===== src/rtl/join_store_stage.sv =====
// -----------------------------------------------------------------------------
// join_store_stage
//
// Terminal stage of the dataflow pipeline. Each invocation pops N_ELEM element
// pairs from FIFO D and FIFO E, adds each pair and writes the sum to RAM F at
// addresses 0..N_ELEM-1 through a single-port write interface. Invocations are
// controlled by the ap_ctrl handshake.
//
// Optional feature (compile-time macro JOIN_STORE_SAT_EN):
//   defined   - sums saturate as signed DATA_W-bit values and ovf_flag is a
//               sticky indicator of any saturating write since the last
//               accepted ap_start.
//   undefined - sums wrap modulo 2^DATA_W and ovf_flag is tied low.
//
// Ports:
//   ap_clk, ap_rst_n        clock (rising edge), async active-low reset
//   ap_start                start request (sampled in IDLE only)
//   ap_continue             permission to leave DONE
//   ap_done/ap_idle/ap_ready  handshake status
//   D_dout, D_empty_n, D_read  FIFO D head / non-empty / pop
//   E_dout, E_empty_n, E_read  FIFO E head / non-empty / pop
//   F_address0, F_ce0, F_we0, F_d0  RAM F write port
//   ovf_flag                sticky saturation indicator
//
// States:
//   state   | meaning
//   --------+-----------------------------------------------------------
//   IDLE    | waiting for ap_start, ap_idle high
//   RUN     | consuming pairs; one write per cycle both FIFOs have data
//   DONE    | ap_done high until ap_continue is seen
// -----------------------------------------------------------------------------
module join_store_stage #(
    parameter int DATA_W = 32,
    parameter int ADDR_W = 3,
    parameter int N_ELEM = 8
) (
    input  logic              ap_clk,
    input  logic              ap_rst_n,
    input  logic              ap_start,
    input  logic              ap_continue,
    output logic              ap_done,
    output logic              ap_idle,
    output logic              ap_ready,
    input  logic [DATA_W-1:0] D_dout,
    input  logic              D_empty_n,
    output logic              D_read,
    input  logic [DATA_W-1:0] E_dout,
    input  logic              E_empty_n,
    output logic              E_read,
    output logic [ADDR_W-1:0] F_address0,
    output logic              F_ce0,
    output logic              F_we0,
    output logic [DATA_W-1:0] F_d0,
    output logic              ovf_flag
);

    typedef enum logic [1:0] {
        ST_IDLE = 2'd0,
        ST_RUN  = 2'd1,
        ST_DONE = 2'd2
    } state_t;

    localparam logic [ADDR_W-1:0] LAST_IDX = ADDR_W'(N_ELEM - 1);

    state_t            state_q, state_d;
    logic [ADDR_W-1:0] idx_q, idx_d;
    logic              fire;
    logic              last_elem;
    logic [DATA_W-1:0] sum_wrap;
    logic [DATA_W-1:0] sum;

    // A pair is consumed only when both heads are valid, so the two FIFOs
    // always advance together.
    assign fire      = (state_q == ST_RUN) & D_empty_n & E_empty_n;
    assign last_elem = (idx_q == LAST_IDX);
    assign sum_wrap  = D_dout + E_dout;

`ifdef JOIN_STORE_SAT_EN
    logic ovf_q, ovf_d;
    logic pos_ovf, neg_ovf;

    // Signed overflow: operands share a sign that the wrapped result lacks.
    always_comb begin
        pos_ovf = ~D_dout[DATA_W-1] & ~E_dout[DATA_W-1] &  sum_wrap[DATA_W-1];
        neg_ovf =  D_dout[DATA_W-1] &  E_dout[DATA_W-1] & ~sum_wrap[DATA_W-1];
        if (pos_ovf) begin
            sum = {1'b0, {(DATA_W-1){1'b1}}};
        end else if (neg_ovf) begin
            sum = {1'b1, {(DATA_W-1){1'b0}}};
        end else begin
            sum = sum_wrap;
        end
    end

    always_comb begin
        ovf_d = ovf_q;
        if ((state_q == ST_IDLE) && ap_start) begin
            ovf_d = 1'b0;
        end else if (fire && (pos_ovf || neg_ovf)) begin
            ovf_d = 1'b1;
        end
    end

    always_ff @(posedge ap_clk or negedge ap_rst_n) begin
        if (!ap_rst_n) begin
            ovf_q <= 1'b0;
        end else begin
            ovf_q <= ovf_d;
        end
    end

    assign ovf_flag = ovf_q;
`else
    assign sum      = sum_wrap;
    assign ovf_flag = 1'b0;
`endif

    // State register
    always_ff @(posedge ap_clk or negedge ap_rst_n) begin
        if (!ap_rst_n) begin
            state_q <= ST_IDLE;
            idx_q   <= '0;
        end else begin
            state_q <= state_d;
            idx_q   <= idx_d;
        end
    end

    // Next-state logic
    always_comb begin
        state_d = state_q;
        idx_d   = idx_q;
        case (state_q)
            ST_IDLE: begin
                if (ap_start) begin
                    idx_d   = '0;
                    state_d = ST_RUN;
                end
            end
            ST_RUN: begin
                if (fire) begin
                    if (last_elem) begin
                        idx_d   = '0;
                        state_d = ST_DONE;
                    end else begin
                        idx_d = idx_q + ADDR_W'(1);
                    end
                end
            end
            ST_DONE: begin
                if (ap_continue) begin
                    state_d = ST_IDLE;
                end
            end
            default: begin
                idx_d   = '0;
                state_d = ST_IDLE;
            end
        endcase
    end

    // Outputs. Address and data are forced to zero when the RAM is not
    // enabled so the write port is quiet between writes.
    always_comb begin
        ap_idle    = (state_q == ST_IDLE);
        ap_done    = (state_q == ST_DONE);
        ap_ready   = fire & last_elem;
        D_read     = fire;
        E_read     = fire;
        F_ce0      = fire;
        F_we0      = fire;
        F_address0 = fire ? idx_q : '0;
        F_d0       = fire ? sum   : '0;
    end

endmodule


===== config.mk =====
export PLATFORM = sky130hd
export DESIGN_NAME = join_store_stage
export DESIGN_NICKNAME = d
export VERILOG_FILES = /design/src/rtl/join_store_stage.sv
export SDC_FILE = /design/constraint.sdc
export NUM_CORES = 1
export LEC_CHECK = 0
export BUFFER_PORTS_ARGS = -buffer_cell sky130_fd_sc_hd__buf_2
export CAP_MARGIN = 30
export CORE_ASPECT_RATIO = 0.6
export CORE_MARGIN = 4
export CORE_UTILIZATION = 28
export DETAILED_ROUTE_END_ITERATION = 10
export SLEW_MARGIN = 20
export SYNTH_ARGS = -nofsm -noshare
export SYNTH_HDL_FRONTEND = slang
export SYNTH_SLANG_ARGS = --single-unit

===== constraint.sdc =====
create_clock -name ap_clk -period 5.4 [get_ports ap_clk]
set_input_delay 0.27 -clock ap_clk [delete_from_list [all_inputs] [get_ports ap_clk]]
set_output_delay 0.27 -clock ap_clk [all_outputs]
set_load 0.1 [all_outputs]

==> metrics.md <==
| Metric | Value |
|---|---|
| Mapped Area | `0.002318 sq mm` |
| Longest Clk Path Bufs | `2` |
| Area Overhead vs Synth | `30.49%` |
| EDFF count, synth | `0` |
| Tcrit/Tclk final | `58.77%` |
| DRT Pass-1 Iters | `4` |
| Hold Crit Class | `input pin to flop` |
| Per-cell routed wire length | `14.39 um` |
| Worst-path clk slew | `0.03 ns` |
| Fill cell count | `866` |
| Vias in the first global route | `2535` |
| H-tree depth | `1` |
| PwrDens | `249.0 mW/mm^2` |
| Setup TNS | `0 ns` |
| Most frequent CP cell | `buf_2` |
| Hold Fails Final Rpt | `0` |
| Core area | `0.007976 sq mm` |
| Row Count | `25` |
| Post-route ant nets | `0` |
| Final Max Slew Viols | `0` |
| NumNets Final | `537` |
| Crit path arrival time | `2.90 ns` |
| Number of top-level pins | `113` |
| Routability cong. | `0.8612` |
| Antenna diodes | `0` |
| Commonest cells post-synth | `nand2_1, nor2_1, ha_1` |
| Post-synth top area share | `17.81%` |
| Crit-path max cell delay | `0.48 ns` |
| Peak supply drop | `0.2056 mV` |
| Slew margin rel. | `52.40%` |
| Max Cap Viol | `0` |
| Post-CTS Resized | `0` |
| Crit end category | `output pin` |
| CP top delay family | `compound AO/OA/AOI/OAI gates` |
| Iteration-0 DRC Markers | `175` |
| Fmax | `0.3151 GHz` |
| Post-DP HPWL | `6583 um` |
| Ys flop type | `dfrtp_1` |
| CTS Buf Count | `3` |
| CP Cell Sequence | `buf_2 -> ha_1 -> inv_1 -> fa_1 -> nor2b_1 -> o21ai_1 -> a311oi_1 -> o31ai_2 -> nor3_1 -> o21ai_0 -> o31ai_1 -> buf_2` |
| Reg area | `125.1 sq um` |
| Largest net degree at the start of global routing | `34` |
| Port buffer count | `111` |
| Crit path buf inv count | `3` |
| Netlist cell types | `62` |
| Critical path peak fanout | `4` |
| Static Leak | `1.504 nW` |
| CTS tree | `done` |
| Root Driver | `clkbuf_16` |
| Skew-Pair Late Insertion Delay | `0.23 ns` |
| RSZ-0062 raised after global routing | `false` |
| Multi-input gate area in the final layout | `0.002083 sq mm` |
| Post-route DRC | `0` |
| Slowest cell on the critical path | `buf_2` |
| Net count after synthesis | `432` |
| Final Core Density | `37.93%` |
| First-pass GRT wire length | `12560 um` |
| Synth area leaders | `ha_1, a21oi_1, nand2_1` |
| Critical path class | `input pin to output pin` |
| Total grt overflow | `0` |
| Clk_skew | `0.0008369 ns` |
| Final setup viols | `0` |
| YS warnings | `0` |
| Cell taking the most area after synthesis | `ha_1` |
| Slew @ Worst Pin | `0.7096 ns` |
| Initial Utilization | `29.07%` |
| Die height | `78.49 um` |
| Avg Inst Size Synth | `7.069 sq um` |
| Avg Vias per Cell | `5.126` |
| Die W | `125.5 um` |
| Sink Count | `5` |
| Layout cell share with drive strength beyond 1 | `31.48%` |
| Crit path time final | `3.173 ns` |
| Vias | `2768` |
| Final wirelength | `7769 um` |
| Seq/Total Area, Yosys | `5.397%` |
| Cells after Synth | `328` |
| Total die area | `0.009848 sq mm` |
| Synth async-reset ratio | `100.0%` |
| Worst setup SP type | `input pin` |
| Post-synthesis sequential element count | `5` |
| Worst path required time | `5.13 ns` |
| Outcome | `finished, final reports clean` |
| Initial antenna violation count | `0` |
| Gr usage total | `15.08%` |
==> flip-flops by register name, summed over array words and instances, names as in the netlist <==
register,flops
idx_q,3
state_q,2
==> area by class of cell <==
type / count / share of cell area [%]
Timing Repair Buffer: 113 / 18.94
Clock buffer: 4 / 2.605
Inverter: 8 / 0.9926
Tap cell: 108 / 4.467
Sequential cell: 5 / 4.136
Multi-Input combinational cell: 302 / 68.86
==> placed cells by master (no fill, tap or decap), drive strengths merged, types with 5 or more instances in the layout <==
cell,netlist,layout
o31ai,7,7
nand2b,5,5
a31oi,5,5
o211ai,5,5
a21o,12,12
nand3,17,17
buf,9,112
a211oi,9,9
inv,7,7
nand2,35,35
and2,8,8
nand4,5,5
ha,33,33
nor2,35,35
nor3,11,11
o21ai,22,22
a21oi,31,31
xnor2,8,8
xor2,8,8
dfrtp,5,5
o21a,10,10
==> power breakdown <==
part	switching [W]	internal (W)	total [W]
combinational	0.000424	0.000150	0.000574
sequential	0.00000949	0.0000486	0.0000581
clock	0.0000234	0.0000978	0.000121
==> metal layers <==
layer | GRT usage (%) | wire (um) | share of wire, % | vias up
met5 | 0 | 0 | 0 | -
met1 | 24.20 | 4188 | 54 | 1241
met2 | 22.07 | 3109 | 40 | 89
li1 | - | - | - | 1434
met4 | 0.9740 | 19 | 0.24 | 0
met3 | 1.564 | 452 | 5.8 | 4
==> tightest hold or removal path, delay by kind of cell <==
family | cells | cell delay (ns)
AOI/OAI and AO/OA | 1 | 0.11
buffers and inverters | 2 | 0.13
==> kinds of logic (layout without fill, tap and decap cells) <==
logic type	after synthesis	after routing	synth area share (%)
compound gates	113	113	34.65
xor+xnor	16	16	6.044
fa+ha+maj	34	34	18.67
buf+inv	21	125	4.749
flops	5	5	5.397
mux	2	2	0.9174
other cells	1	1	0.1617
simple gates	136	136	29.41
==> per-stage QoR <==
stage | hold WS (ns) | cells | area, sq um | setup WS (ns) | total power [W]
2_1_floorplan | -0.02559 | 328 | 2318 | 0.5358 | 0.0005238
3_3_place_gp | 0.08908 | 535 | 2937 | 2.321 | 0.0006278
4_1_cts | 0.3258 | 540 | 3025 | 2.191 | 0.0007578
5_1_grt | 0.3438 | 540 | 3025 | 2.013 | 0.0008058
6_report | 0.3259 | 540 | 3025 | 2.227 | 0.0007533
3_5_place_dp | 0.09414 | 535 | 2937 | 2.258 | 0.0006306
==> what timing repair did <==
action | in CTS | in global routing
endpoints found under the hold margin | 5 | 0
buffers inserted | 0 | 0
hold buffers | 1 | 0
==> final timing paths <==
kind                                                to                   start  slack [ns]  depth (start not counted)
worst min register to register  state_q[0]$_DFFE_PN0P_  state_q[1]$_DFFE_PN0P_        0.49                          1
worst max-delay path                          F_d0[26]               D_dout[0]        2.23                         12
worst max register to register  state_q[1]$_DFFE_PN0P_  state_q[0]$_DFFE_PN0P_        3.09                          5
worst min-delay path            state_q[1]$_DFFE_PN0P_             ap_continue        0.33                          3
min in group asynchronous         idx_q[0]$_DFFE_PN0P_                ap_rst_n        0.39                          2
max in group asynchronous       state_q[0]$_DFFE_PN0P_                ap_rst_n        4.87                          2
(Power assumes the default switching activity.)
